[src/rtl/sample_iterator_if.sv]
// sample_iterator_if
//   Bundles the triangle/box input side and the sample output side of the
//   sample iterator.
//   master : the triangle/box producer and sample consumer. It drives the
//            R13 inputs and observes halt and the R14 outputs.
//   slave  : the sample_iterator itself.
//   Signals:
//     tri_R13S / color_R13U / box_R13S / validTri_R13H : triangle + box in
//     subSample_RnnnnU : one-hot MSAA mode
//     halt_RnnnnL      : low while iterating (upstream must hold)
//     tri_R14S / color_R14U / sample_R14S / validSamp_R14H : sample out
interface sample_iterator_if #(
   parameter int SIGFIG = 24,
   parameter int VERTS  = 3,
   parameter int AXIS   = 3,
   parameter int COLORS = 3
);
   logic signed [SIGFIG-1:0] tri_R13S    [VERTS][AXIS];
   logic        [SIGFIG-1:0] color_R13U  [COLORS];
   logic signed [SIGFIG-1:0] box_R13S    [2][2];
   logic                     validTri_R13H;
   logic        [3:0]        subSample_RnnnnU;
   logic                     halt_RnnnnL;
   logic signed [SIGFIG-1:0] tri_R14S    [VERTS][AXIS];
   logic        [SIGFIG-1:0] color_R14U  [COLORS];
   logic signed [SIGFIG-1:0] sample_R14S [2];
   logic                     validSamp_R14H;

   modport master (
      output tri_R13S, color_R13U, box_R13S, validTri_R13H, subSample_RnnnnU,
      input  halt_RnnnnL, tri_R14S, color_R14U, sample_R14S, validSamp_R14H
   );

   modport slave (
      input  tri_R13S, color_R13U, box_R13S, validTri_R13H, subSample_RnnnnU,
      output halt_RnnnnL, tri_R14S, color_R14U, sample_R14S, validSamp_R14H
   );
endinterface

[src/rtl/sample_iterator.sv]
// sample_iterator
//   Accepts one triangle with its pixel-snapped bounding box and walks every
//   subsample position in the box in raster order, one sample per cycle.
//   Ports:
//     clk  : clock
//     rst  : asynchronous active-low reset
//     bus  : sample_iterator_if.slave (triangle/box in, sample out, halt)
//
//   state | meaning
//   ------+-----------------------------------------------------------
//   WAIT  | idle, halt high, accepting a triangle with a non-empty box
//   TEST  | iterating; sample_R14S valid every cycle, upstream held
module sample_iterator #(
   parameter int SIGFIG = 24,
   parameter int RADIX  = 10,
   parameter int VERTS  = 3,
   parameter int AXIS   = 3,
   parameter int COLORS = 3
) (
   input logic             clk,
   input logic             rst,
   sample_iterator_if.slave bus
);

   typedef enum logic {
      WAIT = 1'b0,
      TEST = 1'b1
   } state_t;

   state_t                   state;
   logic signed [SIGFIG-1:0] tri_q   [VERTS][AXIS];
   logic        [SIGFIG-1:0] color_q [COLORS];
   logic signed [SIGFIG-1:0] ll_x, ll_y, ur_x, ur_y;
   logic signed [SIGFIG-1:0] samp_x, samp_y;
   logic        [SIGFIG-1:0] step_q;
   logic                     valid_q;

   logic        [SIGFIG-1:0] step_sel;
   logic                     box_ok;
   logic signed [SIGFIG:0]   next_x, next_y, ur_xw, ur_yw;
   logic                     x_fits, y_fits;

   // Anything that is not a clean one-hot code falls back to 1 sample/pixel.
   always_comb begin
      step_sel = SIGFIG'(1) << RADIX;
      case (bus.subSample_RnnnnU)
         4'b0100: step_sel = SIGFIG'(1) << (RADIX - 1);
         4'b0010: step_sel = SIGFIG'(1) << (RADIX - 2);
         4'b0001: step_sel = SIGFIG'(1) << (RADIX - 3);
         default: step_sel = SIGFIG'(1) << RADIX;
      endcase
   end

   assign box_ok = (bus.box_R13S[1][0] >= bus.box_R13S[0][0]) &&
                   (bus.box_R13S[1][1] >= bus.box_R13S[0][1]);

   // One extra bit so a step past the top of the signed range cannot wrap
   // around and compare as less than the upper-right corner.
   assign next_x = {samp_x[SIGFIG-1], samp_x} + {1'b0, step_q};
   assign next_y = {samp_y[SIGFIG-1], samp_y} + {1'b0, step_q};
   assign ur_xw  = {ur_x[SIGFIG-1], ur_x};
   assign ur_yw  = {ur_y[SIGFIG-1], ur_y};
   assign x_fits = (next_x <= ur_xw);
   assign y_fits = (next_y <= ur_yw);

   always_ff @(posedge clk or negedge rst) begin
      if (!rst) begin
         state   <= WAIT;
         valid_q <= 1'b0;
         samp_x  <= '0;
         samp_y  <= '0;
         ll_x    <= '0;
         ll_y    <= '0;
         ur_x    <= '0;
         ur_y    <= '0;
         step_q  <= '0;
         for (int v = 0; v < VERTS; v++)
            for (int a = 0; a < AXIS; a++)
               tri_q[v][a] <= '0;
         for (int c = 0; c < COLORS; c++)
            color_q[c] <= '0;
      end else begin
         case (state)
            WAIT: begin
               if (bus.validTri_R13H && box_ok) begin
                  tri_q   <= bus.tri_R13S;
                  color_q <= bus.color_R13U;
                  ll_x    <= bus.box_R13S[0][0];
                  ll_y    <= bus.box_R13S[0][1];
                  ur_x    <= bus.box_R13S[1][0];
                  ur_y    <= bus.box_R13S[1][1];
                  samp_x  <= bus.box_R13S[0][0];
                  samp_y  <= bus.box_R13S[0][1];
                  step_q  <= step_sel;
                  valid_q <= 1'b1;
                  state   <= TEST;
               end else begin
                  valid_q <= 1'b0;
               end
            end
            TEST: begin
               if (x_fits) begin
                  samp_x <= next_x[SIGFIG-1:0];
               end else if (y_fits) begin
                  samp_x <= ll_x;
                  samp_y <= next_y[SIGFIG-1:0];
               end else begin
                  valid_q <= 1'b0;
                  state   <= WAIT;
               end
            end
            default: begin
               valid_q <= 1'b0;
               state   <= WAIT;
            end
         endcase
      end
   end

   assign bus.halt_RnnnnL    = (state == WAIT);
   assign bus.validSamp_R14H = valid_q;
   assign bus.sample_R14S[0] = samp_x;
   assign bus.sample_R14S[1] = samp_y;
   assign bus.tri_R14S       = tri_q;
   assign bus.color_R14U     = color_q;

endmodule

[src/flat_wrapper.sv]
// flat-port wrapper written by rule: the top's interface ports become plain ports
module sample_iterator_flat 
#(
   parameter int SIGFIG = 24,
   parameter int RADIX  = 10,
   parameter int VERTS  = 3,
   parameter int AXIS   = 3,
   parameter int COLORS = 3
)
  (clk, rst, bus_tri_R13S, bus_color_R13U, bus_box_R13S, bus_validTri_R13H, bus_subSample_RnnnnU, bus_halt_RnnnnL, bus_tri_R14S, bus_color_R14U, bus_sample_R14S, bus_validSamp_R14H);
  sample_iterator_if #(.SIGFIG(SIGFIG), .VERTS(VERTS), .AXIS(AXIS), .COLORS(COLORS)) bus_i ();
  input logic clk;
  input logic rst;
  input wire logic [$bits(bus_i.tri_R13S)-1:0] bus_tri_R13S;
  input wire logic [$bits(bus_i.color_R13U)-1:0] bus_color_R13U;
  input wire logic [$bits(bus_i.box_R13S)-1:0] bus_box_R13S;
  input wire logic [$bits(bus_i.validTri_R13H)-1:0] bus_validTri_R13H;
  input wire logic [$bits(bus_i.subSample_RnnnnU)-1:0] bus_subSample_RnnnnU;
  output wire logic [$bits(bus_i.halt_RnnnnL)-1:0] bus_halt_RnnnnL;
  output wire logic [$bits(bus_i.tri_R14S)-1:0] bus_tri_R14S;
  output wire logic [$bits(bus_i.color_R14U)-1:0] bus_color_R14U;
  output wire logic [$bits(bus_i.sample_R14S)-1:0] bus_sample_R14S;
  output wire logic [$bits(bus_i.validSamp_R14H)-1:0] bus_validSamp_R14H;
  assign bus_i.tri_R13S = {>>{bus_tri_R13S}};
  assign bus_i.color_R13U = {>>{bus_color_R13U}};
  assign bus_i.box_R13S = {>>{bus_box_R13S}};
  assign bus_i.validTri_R13H = bus_validTri_R13H;
  assign bus_i.subSample_RnnnnU = bus_subSample_RnnnnU;
  assign bus_halt_RnnnnL = bus_i.halt_RnnnnL;
  assign bus_tri_R14S = {>>{bus_i.tri_R14S}};
  assign bus_color_R14U = {>>{bus_i.color_R14U}};
  assign bus_sample_R14S = {>>{bus_i.sample_R14S}};
  assign bus_validSamp_R14H = bus_i.validSamp_R14H;
  sample_iterator #(.SIGFIG(SIGFIG), .RADIX(RADIX), .VERTS(VERTS), .AXIS(AXIS), .COLORS(COLORS)) u_core (.clk(clk), .rst(rst), .bus(bus_i));
endmodule
[config.mk]
export PLATFORM = sky130hd
export DESIGN_NAME = sample_iterator_flat
export DESIGN_NICKNAME = d
export VERILOG_FILES = /design/src/rtl/sample_iterator_if.sv /design/src/rtl/sample_iterator.sv /design/src/flat_wrapper.sv
export SDC_FILE = /design/constraint.sdc
export NUM_CORES = 1
export LEC_CHECK = 0
export CELL_PAD_IN_SITES_DETAIL_PLACEMENT = 1
export CELL_PAD_IN_SITES_GLOBAL_PLACEMENT = 1
export CORE_AREA = 2 2 284 286
export DETAILED_ROUTE_END_ITERATION = 10
export DIE_AREA = 0 0 286 288
export PLACE_DENSITY_LB_ADDON = 0.1
export SLEW_MARGIN = 20
export SYNTH_ARGS = -nofsm -noshare
export SYNTH_HDL_FRONTEND = slang
export SYNTH_SLANG_ARGS = --single-unit
[constraint.sdc]
create_clock -name clk -period 4 [get_ports clk]
set_clock_uncertainty 0.05 [all_clocks]
set_input_delay 0.8 -clock clk [delete_from_list [all_inputs] [get_ports clk]]
set_output_delay 0.8 -clock clk [all_outputs]
set_load 0.05 [all_outputs]
* Word level (Yosys, flattened, before mapping)
Index checks and enable logic that the tools add are counted.
Operators by class: equal/unequal tests 8, add/sub/neg operators 2, reductions and logical operators 6, magnitude comparators 4, mux-type cells 16, bitwise logic cells 1
Operators by type and width (number):
- 24-bit two-way mux | 6
- 24-bit case mux with 2 select lines | 2
- 25-bit by 24-bit adder with 25-bit output | 2
- 25-bit by 24-bit <= comparator with 1-bit output | 2
- 24-bit greater-or-equal comparator | 2
- 11-bit case mux with 3 select lines | 1
- 2-bit inequality test (second input constant) | 3
- 2-bit AND reduction | 3
- 1-bit two-way mux | 5
- 4-bit by 1-bit == test with 1-bit output (second input constant) | 1
- 4-bit by 2-bit == test with 1-bit output (second input constant) | 1
- 4-bit by 3-bit == test with 1-bit output (second input constant) | 1
- 1-bit case mux with 2 select lines | 2
- 3-bit inequality test (second input constant) | 1
- 3-bit AND reduction | 1
- 1-bit logical AND | 2
- 2-bit by 1-bit inequality test with 1-bit output (second input constant) | 1
- 1-bit NOT | 1
Storage, ports and cells: input bits 391, flip-flop bits (word level) 434

* Depth between registers and ports, before layout
Gate-level depths: netlist of run 1.
depth after elaboration 5, gate-level depth with buffers 19, mapped depth without buffers 17

* Worst setup path before layout of run 1
OpenSTA, ideal clock, no wires.
kind flip-flop to flip-flop, from register u_core.samp_x[7], to register u_core.samp_x[1], clock period less this slack 4.545 ns, buffers on the path 1, data required time 3.825 ns, setup time 0.125 ns, arrival 4.370 ns, stages on the path, launching flop included 18, setup slack -0.545 ns, cell sequence dfrtp_1 -> ha_1 -> inv_1 -> fa_1 -> nor2b_1 -> o21ai_0 -> a211oi_1 -> nand3_1 -> xnor2_1 -> ha_1 -> nand3_1 -> a2111o_1 -> a211oi_1 -> nor3_4 -> or2_2 -> nand2b_2 -> buf_6 -> mux2_2
On the way: word-level cells in the longest chain between the ends 4, elaborated cells on any way between the ends 6
RTL lines:
- start, declared | line sample_iterator.sv:34 | logic signed [SIGFIG-1:0] samp_x, samp_y;
- start signal, assigned | line sample_iterator.sv:92 | samp_x <= bus.box_R13S[0][0];
- start signal, assigned | line sample_iterator.sv:103 | samp_x <= next_x[SIGFIG-1:0];
- start signal, assigned | line sample_iterator.sv:105 | samp_x <= ll_x;
- 25-bit by 24-bit adder with 25-bit output * | line sample_iterator.sv:59 | assign next_x = {samp_x[SIGFIG-1], samp_x} + {1'b0, step_q};
- 25-bit by 24-bit <= comparator with 1-bit output * | line sample_iterator.sv:63 | assign x_fits = (next_x <= ur_xw);
- 24-bit two-way mux or 3-bit inequality test (tied branches)
- 24-bit case mux with 2 select lines or 2-bit AND reduction (tied branches)
Mark *: on every way between the ends. The rest lies on a longest branch, timed or not. A chain may end at the register's enable or synchronous reset.

* Worst setup path in the final report of run 1
from register u_core.step_q[7], to register u_core.samp_y[16]
On the way: word-level cells in the longest chain between the ends 4, elaborated cells on any way between the ends 10
RTL lines:
- start, declared | line sample_iterator.sv:35 | logic [SIGFIG-1:0] step_q;
- start signal, assigned | line sample_iterator.sv:94 | step_q <= step_sel;
- 25-bit by 24-bit adder with 25-bit output, on equally long branches | line sample_iterator.sv:60, sample_iterator.sv:59
- 25-bit by 24-bit <= comparator with 1-bit output (tied with other cells) | line sample_iterator.sv:64 | assign y_fits = (next_y <= ur_yw);
- 2-bit inequality test (no line) or 24-bit two-way mux (tied branches)
- 3-bit AND reduction (no line) or 24-bit case mux with 2 select lines (tied branches)
- end signal, assigned | line sample_iterator.sv:93 | samp_y <= bus.box_R13S[0][1];
- end signal, assigned | line sample_iterator.sv:106 | samp_y <= next_y[SIGFIG-1:0];
- end, declared | line sample_iterator.sv:34
Parallel ways exist; a longest one is shown, timed or not. The select of a mux whose other input is x is not followed.

==> results of run 1 <==
-- repair_timing --
item | 4_1_cts | 5_1_grt
gates cloned | 2 | 0
setup endpoints to repair | 43 | 43
pin swaps | 21 | 27
buffers inserted | 16 | 14
gates resized for setup | 58 | 47
-- layout make-up --
class                           count  share of cell area
Sequential cell                   414              0.3271
Timing Repair Buffer              928              0.2892
Multi-Input combinational cell    928              0.2701
Clock buffer                       77             0.04684
Tap cell                         1060             0.04183
Inverter                          118             0.01397
Clock inverter                     17            0.009669
Antenna cell                       16            0.001263
-- per-stage QoR --
| stage | hold slack, ns | power [uW] | cell area [sq um] | setup TNS [ns] |
|---|---|---|---|---|
| detailed placement | 0.4180 | 26270 | 29140 | -129.71 |
| global placement | 0.4215 | 26000 | 29140 | -93.45 |
| floorplan | 0.4266 | 18750 | 19420 | -1.611 |
| finish | 0.2151 | 32370 | 31700 | -8.130 |
| global route | 0.2350 | 34100 | 31690 | -15.24 |
| CTS | 0.2044 | 32330 | 31360 | -9.736 |
-- kinds of logic after synthesis --
family | count (synthesis) | synth area share
AOI/OAI and AO/OA | 184 | 0.05406
xor gates and xnor gates | 31 | 0.01407
and+or+nand+nor | 221 | 0.05432
DFF | 414 | 0.5367
adders and majority gates | 108 | 0.07078
muxes | 383 | 0.2215
buffers and inverters | 184 | 0.04855
-- registers in the layout, summed over array words and instances, names as in the netlist --
signal and count:
u_core.step_q 4, u_core.samp_y 24, u_core.ur_x 24, u_core.ll_x 24
u_core.samp_x 24, u_core.ur_y 24, u_core.bus.tri_R14S 216, u_core.state 1
u_core.bus.validSamp_R14H 1, u_core.bus.color_R14U 72
-- power by group through the flow --
stage / clock [uW] / combinational (uW) / sequential, uW
2_1_floorplan: 0 / 5200 / 13600
3_3_place_gp: 0 / 18500 / 7530
3_5_place_dp: 0 / 18700 / 7620
4_1_cts: 5170 / 19500 / 7620
5_1_grt: 5340 / 20900 / 7910
6_report: 4990 / 19800 / 7610
-- critical path, stage by stage (launching register included) --
cell and delay, ns:
dfrtp_1 0.41, ha_4 0.16, inv_2 0.03, fa_2 0.36, nor2b_2 0.15, o21ai_2 0.08
buf_4 0.14, a211oi_4 0.29, nand4_1 0.19, xnor2_2 0.20, ha_4 0.31, nand3_4 0.06
a2111o_1 0.44, a211oi_4 0.24, nor3_4 0.09, buf_4 0.16, or2_4 0.26, nand2b_4 0.09
buf_12 0.15, mux2_2 0.34
-- final timing paths --
path,endpoint
setup / recovery,u_core.samp_y[16]$_DFFE_PN0P_
hold / removal,u_core.samp_y[13]$_DFFE_PN0P_
setup reg to reg,u_core.samp_y[16]$_DFFE_PN0P_
hold reg to reg,u_core.bus.color_R14U[53]$_DFFE_PN0P_
max in group asynchronous,u_core.bus.tri_R14S[71]$_DFFE_PN0P_
min in group clk,u_core.bus.color_R14U[53]$_DFFE_PN0P_
-- layer usage --
metal | vias to the layer above | part of all wire
met5 | - | 0.0011
met4 | 14 | 0.024
met3 | 106 | 0.078
met2 | 430 | 0.53
met1 | 7801 | 0.37
li1 | 7216 | -
-- cell usage after synthesis, types with 8 or more instances --
| library cell | n |
|---|---|
| nand4_1 | 27 |
| xor2_1 | 8 |
| mux2_1 | 21 |
| buf_6 | 25 |
| mux2_2 | 332 |
| nand2_1 | 92 |
| buf_4 | 11 |
| nand3_1 | 19 |
| nor2_1 | 31 |
| clkbuf_1 | 16 |
| dfrtp_1 | 414 |
| nor3_1 | 27 |
| mux2i_1 | 30 |
| xnor2_1 | 23 |
| a21oi_1 | 67 |
| buf_2 | 14 |
| inv_1 | 117 |
| o21ai_0 | 74 |
| ha_1 | 106 |
==> impl_metrics.env, run 1 <==
export IMPL_multi_input_area_sq_um=8562
export IMPL_required_ns=4.41
export IMPL_coreArea_sq_um=79640
export IMPL_synth_largest_area_cell="dfrtp_1"
export IMPL_grtUsageMet3=0.07100
export IMPL_swShare=0.4635
export IMPL_cap_viol_max_count=0
export IMPL_grt_total_usage=0.1944
export IMPL_cts_tree="yes"
export IMPL_ys_seq_area_frac=0.5367
export IMPL_gr_usage_met2=0.3523
export IMPL_netlist_area_sq_um=19300
export IMPL_async_flop_share=1.000
export IMPL_root_buffer="clkbuf_16"
export IMPL_gp_congestion=0.8260
export IMPL_ant_nets=0
export IMPL_final_cells=3558
export IMPL_setup_ws_ns=-0.3243
export IMPL_cts_made_buffers=52
export IMPL_path_class="flop to flop"
export IMPL_vias=15570
export IMPL_vias_per_cell=4.375
export IMPL_switching_power_uw=15000
export IMPL_drt_iter0_markers=427
export IMPL_hold_class="primary input to asynchronous set/reset pin"
export IMPL_die_w_um=286
export IMPL_finalHoldViolations=0
export IMPL_regArea_sq_um=10370
export IMPL_clockBufferDepth=3
export IMPL_reg2reg_depth=19
export IMPL_internal_power_uw=17370
export IMPL_synth_cell_type_count=56
export IMPL_ys_ff_latch=414
export IMPL_max_freq_mhz=231.3
export IMPL_grt_setup_unrepaired="true"
export IMPL_grt_first_pass_wirelength_um=118900
export IMPL_clk_latency_ns=0.59
export IMPL_combinationalPowerShare=0.611
export IMPL_cp_max_fo=12
export IMPL_grt_overflow=0
export IMPL_p_seq_frac=0.235
export IMPL_drt_drc_violations_left=0
export IMPL_avgRoutedWirePerCell_um=23.01
export IMPL_crit_path_start_kind="flop"
export IMPL_clk_pin_slew_ns=0.06
export IMPL_p_leak_uw=0.01347
export IMPL_fin_crit_ns=4.324
export IMPL_busiest_layer="met2"
export IMPL_fillers=8570
export IMPL_yosys_top_cells_area="dfrtp_1, mux2_2, ha_1"
export IMPL_numPortBuffers=728
export IMPL_crit_path_start="u_core.step_q[7]$_DFFE_PN0P_"
export IMPL_syn_instance_count=1525
export IMPL_synth_avg_cell_area_sq_um=12.66
export IMPL_cp_arrival_ns=4.74
export IMPL_setup_viol=41
export IMPL_layout_common_cells="clkdlybuf4s50_1, dfrtp_1, mux2_2"
export IMPL_regToRegSetupSlack_ns=-0.32
export IMPL_fin_crit_sh=1.081
export IMPL_drive_above_1_share=0.2784
export IMPL_die_area_sq_um=82370
export IMPL_placementRows=104
export IMPL_grtUsageMet1=0.2106
export IMPL_violations="setup timing"
export IMPL_dp_slack_ns=-0.5711
export IMPL_cts_htree_levels=2
export IMPL_dp_cells=3420
export IMPL_syn_to_final_growth_pct=64.25
export IMPL_antenna_found_initial=21
export IMPL_final_common_cell="clkdlybuf4s50_1"
export IMPL_final_core_util=0.3981
export IMPL_synth_edf_count=0
export IMPL_yosysWarnings=0
export IMPL_synth_top_cell_area_share=0.5367
export IMPL_grt_pass1_vias=17800
export IMPL_synth_nets=2024
export IMPL_layout_nets=2941
export IMPL_grt_max_degree=79
export IMPL_wirelength_um=81870
export IMPL_p_per_area_nw_per_um2=1021
export IMPL_pwr_share_clk=0.154
export IMPL_cts_hold_buffers=0
export IMPL_die_y_um=288
export IMPL_relSlewSlack=0.4093
export IMPL_rr_startpoint="u_core.step_q[7]$_DFFE_PN0P_"
export IMPL_status="complete, but fails checks"
export IMPL_maxSlewViolCount=0
export IMPL_synth_main_ff_cell="dfrtp_1"
export IMPL_ir_drop_mv=0.4925
export IMPL_end_kind="flop"
export IMPL_cts_sinks=414
export IMPL_start_util=0.2424
export IMPL_hpwl_um=64910
export IMPL_ios=729
export IMPL_first_pass_iters=6
export IMPL_worstMarginPinSlew_ns=0.8833
Power figures use the tool's default switching activity.
==> run 2: changes to the inputs <==
--- a/config.mk
+++ b/config.mk
@@ -11,6 +11,7 @@
 export DETAILED_ROUTE_END_ITERATION = 10
 export DIE_AREA = 0 0 286 288
 export PLACE_DENSITY_LB_ADDON = 0.1
+export SKIP_CTS_REPAIR_TIMING = 1
 export SLEW_MARGIN = 20
 export SYNTH_ARGS = -nofsm -noshare
 export SYNTH_HDL_FRONTEND = slang
==> impl_metrics.env, run 2 (synthesized netlist as in run 1, its figures left out) <==
export IMPL_status="complete, but fails checks"
export IMPL_violations="setup timing"
export IMPL_slowest_delay_ns=0.41
export IMPL_first_pass_iters=4
export IMPL_p_leak_uw=0.01343
export IMPL_clockBufferDepth=3
export IMPL_crit_slowest_cell="dfrtp_1"
export IMPL_cts_htree_levels=2
export IMPL_die_y_um=288
export IMPL_ir_drop_mv=0.4934
export IMPL_cap_viol_max_count=0
export IMPL_die_area_sq_um=82370
export IMPL_ios=729
export IMPL_cts_sinks=414
export IMPL_wirelength_um=81680
export IMPL_max_freq_mhz=228.2
export IMPL_root_buffer="clkbuf_16"
export IMPL_fin_crit_sh=1.096
export IMPL_layout_common_cells="clkdlybuf4s50_1, dfrtp_1, mux2_2"
export IMPL_required_ns=4.42
export IMPL_crit_path_start_kind="flop"
export IMPL_fin_crit_ns=4.383
export IMPL_worstMarginPinSlew_ns=0.8810
export IMPL_grt_setup_unrepaired="true"
export IMPL_drt_iter0_markers=411
export IMPL_final_core_util=0.3964
export IMPL_finalPower_uw=32250
export IMPL_setup_ws_ns=-0.3829
export IMPL_grt_max_degree=79
export IMPL_grt_overflow=0
export IMPL_drive_above_1_share=0.2721
export IMPL_cp_arrival_ns=4.80
export IMPL_grt_pass1_vias=17680
export IMPL_relSlewSlack=0.4109
export IMPL_grt_first_pass_wirelength_um=117700
export IMPL_maxSlewViolCount=0
export IMPL_gp_congestion=0.8260
export IMPL_path_cells="ha_4 > inv_2 > fa_2 > nor2b_2 > o21ai_2 > buf_4 > a211oi_4 > nand4_1 > xnor2_2 > ha_1 > nand3_2 > buf_4 > nor2_1 > and3_1 > o32ai_4 > nor3_4 > buf_8 > buf_12 > mux2_2 > mux2i_2 > a21oi_1"
export IMPL_vias=15500
export IMPL_clk_latency_ns=0.59
export IMPL_cts_tree="yes"
export IMPL_finalHoldViolations=0
export IMPL_crit_top_cell="buf_4"
export IMPL_drt_drc_violations_left=0
export IMPL_start_util=0.2424
export IMPL_path_delay_family="simple AND/OR/NAND/NOR gates"
export IMPL_hpwl_um=64910
export IMPL_grt_total_usage=0.1923
export IMPL_path_buf_inv=5
export IMPL_hold_class="primary input to asynchronous set/reset pin"
export IMPL_layout_nets=2936
export IMPL_final_common_cell="clkdlybuf4s50_1"
export IMPL_end_kind="flop"
export IMPL_clk_pin_slew_ns=0.06
export IMPL_die_w_um=286
export IMPL_setup_viol=42
export IMPL_numPortBuffers=728
export IMPL_largest_reg_flops=216
export IMPL_placementRows=104
export IMPL_path_class="flop to flop"
export IMPL_coreArea_sq_um=79640
export IMPL_cp_max_fo=5
export IMPL_ant_nets=0
export IMPL_antenna_found_initial=21
export IMPL_p_per_area_nw_per_um2=1022
export IMPL_syn_to_final_growth_pct=63.53
export IMPL_avgRoutedWirePerCell_um=23.01
export IMPL_vias_per_cell=4.367
export IMPL_cts_made_buffers=52
[run 2: changes by cell type in the layout (fill, tap and decap cells not counted), sizes merged]
cell,previous run,this run
diode,16,13
clkbuf,77,78
buf,201,195
[run 2: final cells by class]
type | count | area (sq um)
Inverter | 118 | 442.9
Clock buffer | 77 | 1485
Sequential cell | 414 | 10370
Antenna cell | 13 | 32.53
Clock inverter | 17 | 306.5
Tap cell | 1060 | 1326
Timing Repair Buffer | 923 | 9144
Multi-Input combinational cell | 928 | 8457
Fill cell | 8583 | 48070
[run 2: final timing paths]
kind                       slack, ns                                  start                                    end  cells after the start
max reg2reg                    -0.38           u_core.step_q[7]$_DFFE_PN0P_          u_core.samp_x[13]$_DFFE_PN0P_                     21
min reg2reg                     0.44  u_core.bus.color_R14U[53]$_DFFE_PN0P_  u_core.bus.color_R14U[53]$_DFFE_PN0P_                      1
max                            -0.38           u_core.step_q[7]$_DFFE_PN0P_          u_core.samp_x[13]$_DFFE_PN0P_                     21
min                             0.21                                    rst          u_core.samp_y[12]$_DFFE_PN0P_                      1
min in group clk                0.44  u_core.bus.color_R14U[53]$_DFFE_PN0P_  u_core.bus.color_R14U[53]$_DFFE_PN0P_                      1
max in group asynchronous       2.82                                    rst    u_core.bus.tri_R14S[71]$_DFFE_PN0P_                      2
[run 2: layer usage]
| metal | wire length [um] | vias to the layer above | global-route usage |
|---|---|---|---|
| li1 | - | 7191 | - |
| met2 | 43110 | 420 | 0.3475 |
| met1 | 30250 | 7777 | 0.2097 |
| met3 | 6406 | 101 | 0.07100 |
| met4 | 1812 | 14 | 0.05497 |
| met5 | 88 | - | 0 |
[run 2: report_power, final]
group | internal, uW | leakage, uW | total (uW) | switching (uW)
Sequential | 6340 | 0.00492 | 7600 | 1260
Clock | 3070 | 0.000873 | 4990 | 1910
Combinational | 7930 | 0.00764 | 19700 | 11700
Total | 17300 | 0.0134 | 32300 | 14900
[run 2: per-stage QoR]
| step | area, sq um | hold slack (ns) | TNS (ns) | std cells | setup slack (ns) |
|---|---|---|---|---|---|
| final | 31570 | 0.2108 | -12.34 | 3550 | -0.3829 |
| after global routing | 31560 | 0.2350 | -19.11 | 3547 | -0.5337 |
| after CTS | 30930 | 0.2044 | -18.78 | 3514 | -0.5926 |
| after detailed placement | 29140 | 0.4180 | -129.71 | 3420 | -0.5711 |
| after global placement | 29140 | 0.4215 | -93.45 | 3420 | -0.4015 |
| after floorplan | 19420 | 0.4266 | -1.611 | 1525 | -0.1147 |
